**src/rtl/udp_ipv4_rx_parse.sv**
```systemverilog
// Receive-side IPv4/UDP header parser: checks the 7 header beats, publishes sender metadata,
// and forwards the UDP payload through a 1-deep output register.
module udp_ipv4_rx_parse #(
  parameter logic [31:0] LOCAL_IP   = 32'hC0A8_0102,
  parameter logic [15:0] LOCAL_PORT = 16'd8080
) (
  input  logic        clk_32,
  input  logic        reset_32,
  input  logic [31:0] axis_tdata_in,
  input  logic [3:0]  axis_tkeep_in,
  input  logic        axis_tvalid_in,
  input  logic        axis_tlast_in,
  output logic        axis_tready_out,
  output logic [31:0] axis_tdata_out,
  output logic [3:0]  axis_tkeep_out,
  output logic        axis_tvalid_out,
  output logic        axis_tfirst_out,
  output logic        axis_tlast_out,
  input  logic        axis_tready_in,
  output logic        meta_valid,
  output logic [31:0] meta_src_ip,
  output logic [15:0] meta_src_port,
  output logic [15:0] meta_udp_len,
  output logic [15:0] good_cnt,
  output logic [15:0] drop_cnt
);

  typedef enum logic [1:0] {S_HDR, S_PAYLOAD, S_DROP} state_t;

  state_t      state;
  logic [2:0]  hdr_idx;
  logic        fail_flag;
  logic        first_pend;
  logic [31:0] src_ip_q;
  logic [15:0] src_port_q;
  logic        accept;
  logic        beat_fail;
  logic        fail_any;

  // Payload may enter while the held output beat drains this cycle.
  assign axis_tready_out = !reset_32 &&
                           ((state != S_PAYLOAD) || axis_tready_in || !axis_tvalid_out);
  assign accept = axis_tvalid_in && axis_tready_out;

  always_comb begin
    beat_fail = (axis_tkeep_in != 4'hF) || (axis_tlast_in && (hdr_idx != 3'd6));
    case (hdr_idx)
      3'd0: if (axis_tdata_in[31:28] != 4'd4 || axis_tdata_in[27:24] != 4'd5) beat_fail = 1'b1;
      3'd1: if (axis_tdata_in[13:0] != '0) beat_fail = 1'b1;
      3'd2: if (axis_tdata_in[23:16] != 8'h11) beat_fail = 1'b1;
      3'd4: if (axis_tdata_in != LOCAL_IP) beat_fail = 1'b1;
      3'd5: if (axis_tdata_in[15:0] != LOCAL_PORT) beat_fail = 1'b1;
      default: ;
    endcase
    fail_any = fail_flag || beat_fail;
  end

  always_ff @(posedge clk_32) begin
    if (reset_32) begin
      state           <= S_HDR;
      hdr_idx         <= '0;
      fail_flag       <= 1'b0;
      first_pend      <= 1'b0;
      src_ip_q        <= '0;
      src_port_q      <= '0;
      axis_tdata_out  <= '0;
      axis_tkeep_out  <= '0;
      axis_tvalid_out <= 1'b0;
      axis_tfirst_out <= 1'b0;
      axis_tlast_out  <= 1'b0;
      meta_valid      <= 1'b0;
      meta_src_ip     <= '0;
      meta_src_port   <= '0;
      meta_udp_len    <= '0;
      good_cnt        <= '0;
      drop_cnt        <= '0;
    end else begin
      meta_valid <= 1'b0;
      if (axis_tvalid_out && axis_tready_in) begin
        axis_tvalid_out <= 1'b0;
        axis_tkeep_out  <= '0;
        axis_tlast_out  <= 1'b0;
        axis_tfirst_out <= 1'b0;
      end

      case (state)
        S_HDR: begin
          if (accept) begin
            if (fail_any) begin
              if (drop_cnt != 16'hFFFF) drop_cnt <= drop_cnt + 16'd1;
              fail_flag <= 1'b0;
              hdr_idx   <= '0;
              state     <= axis_tlast_in ? S_HDR : S_DROP;
            end else if (hdr_idx == 3'd6) begin
              meta_valid    <= 1'b1;
              meta_src_ip   <= src_ip_q;
              meta_src_port <= src_port_q;
              meta_udp_len  <= axis_tdata_in[31:16];
              if (good_cnt != 16'hFFFF) good_cnt <= good_cnt + 16'd1;
              fail_flag  <= 1'b0;
              hdr_idx    <= '0;
              first_pend <= 1'b1;
              state      <= axis_tlast_in ? S_HDR : S_PAYLOAD;
            end else begin
              fail_flag <= fail_any;
              hdr_idx   <= hdr_idx + 3'd1;
              if (hdr_idx == 3'd3) src_ip_q   <= axis_tdata_in;
              if (hdr_idx == 3'd5) src_port_q <= axis_tdata_in[31:16];
            end
          end
        end
        S_PAYLOAD: begin
          if (accept) begin
            axis_tdata_out  <= axis_tdata_in;
            axis_tkeep_out  <= axis_tkeep_in;
            axis_tlast_out  <= axis_tlast_in;
            axis_tfirst_out <= first_pend;
            axis_tvalid_out <= 1'b1;
            first_pend      <= 1'b0;
            if (axis_tlast_in) state <= S_HDR;
          end
        end
        S_DROP: begin
          if (accept && axis_tlast_in) state <= S_HDR;
        end
        default: state <= S_HDR;
      endcase
    end
  end

endmodule
```
**config.mk**
```make
export PLATFORM = sky130hd
export DESIGN_NAME = udp_ipv4_rx_parse
export DESIGN_NICKNAME = d
export VERILOG_FILES = /design/src/rtl/udp_ipv4_rx_parse.sv
export SDC_FILE = /design/constraint.sdc
export NUM_CORES = 1
export LEC_CHECK = 0
export ABC_AREA = 1
export CORE_ASPECT_RATIO = 0.6
export CORE_MARGIN = 2
export CORE_UTILIZATION = 46
export CTS_CLUSTER_SIZE = 8
export DETAILED_ROUTE_END_ITERATION = 12
export PLACE_DENSITY = 0.76
export SLEW_MARGIN = 20
export SYNTH_ARGS = -nofsm -noshare
export SYNTH_HDL_FRONTEND = slang
export SYNTH_SLANG_ARGS = --single-unit
export TNS_END_PERCENT = 5
```
**constraint.sdc**
```tcl
create_clock -name clk_32 -period 1.69 [get_ports clk_32]
set_input_delay 0.169 -clock clk_32 [delete_from_list [all_inputs] [get_ports clk_32]]
set_output_delay 0.169 -clock clk_32 [all_outputs]
set_load 0.05 [all_outputs]
```
# [Word level (Yosys, flattened, before mapping)]
# Cells that the tools add are included.
[word_totals] reg_bits=190 output_inout_bits=137 wordCells=108
[op_classes] addsub=3 n_eq_ne=25 muxes=35 n_bitwise=4 reduce_logical=25
[op_table] operator="$add A16 B1 Y16 const B" count=2
[op_table] operator="$ne A16 B16 Y1 const B" count=2
[op_table] operator="$ne A32 B32 Y1 const B" count=1
[op_table] operator="$reduce_and A5 Y1" count=5
[op_table] operator="$mux W1" count=20
[op_table] operator="$ne A16 B13 Y1 const B" count=1
[op_table] operator="$mux W2" count=7
[op_table] operator="$reduce_bool A14 Y1" count=1
[op_table] operator="$mux W4" count=3
[op_table] operator="$ne A2 B2 Y1 const B" count=6
[op_table] operator="$eq A3 B3 Y1 const B" count=3
[op_table] operator="$ne A4 B3 Y1 const B" count=2
[op_table] operator="$ne A8 B5 Y1 const B" count=1
[op_table] operator="$reduce_and A4 Y1" count=2
[op_table] operator="$eq A3 B2 Y1 const B" count=2
[op_table] operator="$mux W3" count=2
[op_table] operator="$ne A3 B3 Y1 const B" count=2
[op_table] operator="$pmux W2 S3" count=1
[op_table] operator="$logic_and A1 B1 Y1" count=5
[op_table] operator="$pmux W1 S5" count=1
[op_table] operator="$logic_or A1 B1 Y1" count=4
[op_table] operator="$ne A4 B4 Y1 const B" count=1
[op_table] operator="$not A1 Y1" count=4
[op_table] operator="$reduce_and A2 Y1" count=2
[op_table] operator="other kinds (11)" count=12

# [Longest topological paths before layout]
[logic_depth] word_depth=8 depth_mapped=15 ltp_nobuf=13

# [Worst setup path after synthesis]
# OpenSTA, ideal clock, no wires.
[synth_path] path_kind="register to register" startpoint="register axis_tvalid_out" endpoint="register good_cnt[15]" arrival_time_ns=2.221 t_required_ns=1.556 slack_ns=-0.665 path_stages_with_launch=12 n_path_buf=1 path_cell_list="dfxtp_1 > inv_1 > nor2_1 > a21oi_2 > nand3_2 > nor2_1 > o21ai_1 > nor2_4 > inv_2 > buf_2 > nand2_1 > a21oi_1"
[synth_between] elab_chain_cells=5
[synth_rtl] element="start: declaration" line_no="16" text="output logic axis_tvalid_out,"
[synth_rtl] element="start signal: assignment" line_no="68" text="axis_tvalid_out <= 1'b0;"
[synth_rtl] element="start signal: assignment" line_no="80" text="axis_tvalid_out <= 1'b0;"
[synth_rtl] element="start signal: assignment" line_no="118" text="axis_tvalid_out <= 1'b1;"
[synth_rtl] element="$logic_not A1 Y1" line_no="42" text="((state != S_PAYLOAD) || axis_tready_in || !axis_tvalid_out);"
[synth_rtl] element="$logic_or A1 B1 Y1" line_no="42"
[synth_rtl] element="$logic_and A1 B1 Y1" line_no="41" text="assign axis_tready_out = !reset_32 &&"
[synth_rtl] element="via axis_tready_out" line_no="13" text="output logic axis_tready_out,"
[synth_rtl] element="$logic_and A1 B1 Y1" line_no="43" text="assign accept = axis_tvalid_in && axis_tready_out;"
[synth_rtl] element="$reduce_and A5 Y1 (no source line)"
[synth_rtl] element="end signal: assignment" line_no="99" text="if (good_cnt != 16'hFFFF) good_cnt <= good_cnt + 16'd1;"
[synth_rtl] element="end: declaration" line_no="24" text="output logic [15:0] good_cnt,"
# The timed path passes the listed nets, and every way through them passes these cells.
# A chain may end at the register's enable or synchronous reset.

# [Final worst setup path]
[layout_path] startpoint="register hdr_idx[0]" endpoint="register meta_udp_len[1]"
[layout_between] elab_chain_cells=7 word_cells_on_any_way=17 classes_between="eq/ne: 6; mux: 6; bitwise: 1; reduce/logical: 4"
[layout_rtl] element="start: declaration" line_no="31" text="logic [2:0] hdr_idx;"
[layout_rtl] element="start signal: assignment" line_no="106" text="hdr_idx <= hdr_idx + 3'd1;"
[layout_rtl] element="$ne A3 B3 Y1" line_no="46" text="beat_fail = (axis_tkeep_in != 4'hF) || (axis_tlast_in && (hdr_idx != 3'd6));"
[layout_rtl] element="$logic_and A1 B1 Y1" line_no="46"
[layout_rtl] element="$logic_or A1 B1 Y1" line_no="46"
[layout_rtl] element="$mux W1, on equally long branches"
[layout_rtl] element="$pmux W1 S5" line_no="47" text="case (hdr_idx)"
[layout_rtl] element="$not A1 Y1 (no source line)"
[layout_rtl] element="$reduce_and A4 Y1 (no source line) *"
[layout_rtl] element="end signal: assignment" line_no="98" text="meta_udp_len <= axis_tdata_in[31:16];"
[layout_rtl] element="end: declaration" line_no="23" text="output logic [15:0] meta_udp_len,"
# Mark *: on every way between the ends. The rest lies on a longest branch, timed or not.

==> results.md <==
* Status: complete, but fails checks
* Failing checks: setup timing
* Synth warn at 0
* Post-route cell area at roughly 12,000 µm²
* Largest net degree at the start of global routing at 97
* Largest cells by area after synthesis: dfxtp_1 45%, nand2_1 11%, nor2_1 7.6%, a21oi_1 5.5%, nand4_1 4.3%
* Min cycle time layout at approximately 1.8 ns
* Max Cap Viol at 0
* NumNets Final at 1,405
* Die area at 19,300 µm²
* Max IR drop VDD at 562 µV
* Avg Vias per Cell at roughly 5.2
* First-pass GRT wire length at 38,500 µm
* Slew Limit Fails at 0
* Seq/Total Area, Yosys at 45.5%
* CP Launch Type: register
* CP peak stage delay at between 0.3 and 0.4 ns
* Top cell type's share of synthesized area at 45.5%
* Placed instance area at 10,900 µm²
* Post-synth EDFFs at 0
* Setup CP Type: reg2reg
* # port buffers at 177
* Fmax at 0.559 GHz
* Clk slew on worst S/H paths at about 0.070 ns
* Synth cell types at 39
* Final hold slack at 0.159 ns
* Rows at 38
* Power per cell area at between 700 and 800 nW/µm²
* Vias at 8,345
* Area grow syn2layout at 38.9%
* Worst Tran Pin Value at 0.568 ns
* Antenna violations before repair at 1
* Final setup TNS at -2.87 ns
* Final Skew at 0.0122 ns
* TritonCTS buffer count at 17
* Layout cells sized above 1 at 27.7%
* DRT antenna net count at 0
* DIE HEIGHT at 108 µm
* Synthesized area per cell at 7.43 µm²
* Worst Setup End Kind: register
* Ys async rst share at 0%
* CTS root buffer: clkbuf_16
* Initial core utilization at 46.6%
* Worst path required time at 1.98 ns
* Layout fillers at ~1.5k
* Post-route DRC at 0
* IO Pins at 178
* Pwr Total at 8.80 mW
* Gr usage total at between 20% and 30%
* Total congestion overflow at 0
* CP max FO at 8
* Total iterations of the first detailed-routing run at 5
* Total Routed Length at 24,700 µm
* Period utilization at 106%
* CTS max path bufs at 2
* Core area at 17,900 µm²
* Synth Register Bits at 190
* CTS tree: done
* Leak pwr at ~4.9 nW
* Clock sink count at 190
* Mapped Cells at 1,126
* Fin. Hold Viols at 0
* DR iter-0 viols at 622
* Ys flop type: dfxtp_1
* FF+latch area at ~3800 µm²
* GP Congestion at 0.915
* Clk_lat worst skew at 0.44 ns
* Most frequent cells in the layout: 238 x nand2_1, 176 x dfxtp_1, 171 x buf_4
* RSZ-0062 raised after global routing: true
* Hold Path Class: in2reg
* Via count of the first global-routing pass at 7,504
* H-tree depth at 4
* # setup viols final at 70
* Cell Chain, Critical Path: inv_2 > buf_4 > nand2_1 > nor2_2 > o21ai_2 > nand3_4 > inv_2 > nand2_4 > clkinv_8 > bufbuf_16 > nand2_1 > a21oi_1
* Dpl hpwl at between 15,000 and 20,000 µm
* Most common cell after layout, fill and taps aside: nand2_1
* Hold buffers post-CTS at 0
* DIE WIDTH at 178 µm
* Worst Path Arrival at 2.08 ns
* Highest-delay cell along the critical path: dfxtp_4
* Top cell type by total area after synthesis: dfxtp_1
* Synth Cell Area at 8360 µm²
* WL/cell at 15.3 µm
* Net Count, Synth at 1,170
* Final WS setup at -0.0989 ns
* Multi-input logic area at 4090 µm²
* Relative slew slack at 62.1%
[power by group]
part	total (mW)	switching, mW	internal (mW)
clock network	3.80	1.84	1.95
logic	0.525	0.316	0.209
registers	4.48	0.00392	4.47
total	8.80	2.16	6.63
[synthesized netlist by cell type, drive strengths merged, types with 3 or more instances]
library cell,n
nand2,289
dfxtp,190
nor2,173
a21oi,134
inv,80
nand4,59
o21ai,46
nand3,42
buf,36
clkbuf,31
xor2,16
xnor2,7
nor3,6
nor4,5
ha,3
nand3b,3
[metrics by stage]
stage	worst slack [ns]	cells	util (%)
after global placement	-0.697	1573	60.5
final	-0.0989	1615	64.8
after detailed placement	-0.722	1573	60.5
after CTS	-0.115	1615	64.5
after floorplan	-0.202	1126	-
after global routing	-0.205	1615	64.8
[layer usage]
metal / routed length (µm) / vias up / GRT usage (%) / share of wire [%]
met5: 0 / - / 0 / 0
met4: 160 / 0 / 5.09 / 0.65
met3: 2120 / 12 / 6.12 / 8.6
met2: 10700 / 349 / 38.4 / 43
met1: 11700 / 3863 / 36.9 / 47
li1: - / 4121 / - / -
[repair_timing]
item,4_1_cts,5_1_grt
cloned,4,0
resized for setup,114,67
pin swaps,21,48
setup buffers,6,1
setup endpoints to repair,204,183
[cells by family (layout without fill, tap and decap cells)]
| logic type | after synthesis | in the layout | share of synthesized area, % |
|---|---|---|---|
| XOR/XNOR | 23 | 23 | 2.41 |
| buffers and inverters | 148 | 396 | 7.84 |
| AND/OR/NAND/NOR | 578 | 578 | 30.6 |
| other | 0 | 1 | 0 |
| AO/OA/AOI/OAI | 184 | 184 | 13.2 |
| adder cells (fa/ha/maj) | 3 | 3 | 0.449 |
| flip-flops | 190 | 190 | 45.5 |
[path summary, 6_finish.rpt]
kind                 endpoint  cells past startpoint               from  slack, ns
min          meta_udp_len[13]                      4  axis_tdata_in[29]       0.16
max reg2reg   meta_udp_len[1]                     12         hdr_idx[0]       -0.1
min reg2reg  meta_src_port[5]                      2      src_port_q[5]       0.46
max           meta_udp_len[1]                     12         hdr_idx[0]       -0.1
[sequential cells by signal (all words and copies together) (netlist names)]
register / flops
axis_tdata_out: 32
meta_valid: 1
meta_udp_len: 16
hdr_idx: 3
axis_tkeep_out: 4
first_pend: 1
state: 2
meta_src_ip: 32
axis_tvalid_out: 1
drop_cnt: 16
axis_tfirst_out: 1
src_ip_q: 32
meta_src_port: 16
src_port_q: 16
axis_tlast_out: 1
good_cnt: 16
[final cells by class]
type | instances | share of cell area (%)
inverter | 81 | 2.77
multi-input combinational | 788 | 35.2
timing repair buffer | 283 | 21.7
tap | 240 | 2.59
antenna | 1 | 0.0215
clock buffer | 19 | 3.81
clock inverter | 13 | 0.927
sequential | 190 | 33.0
[worst max-delay path: cells and delay by family, from the launching register on]
kind	cells	cell delay (ns)
compound gates	2	0.14
buf+inv	5	0.62
flops	1	0.37
simple gates	5	0.50
No activity file was read; power rests on OpenSTA's default activity.
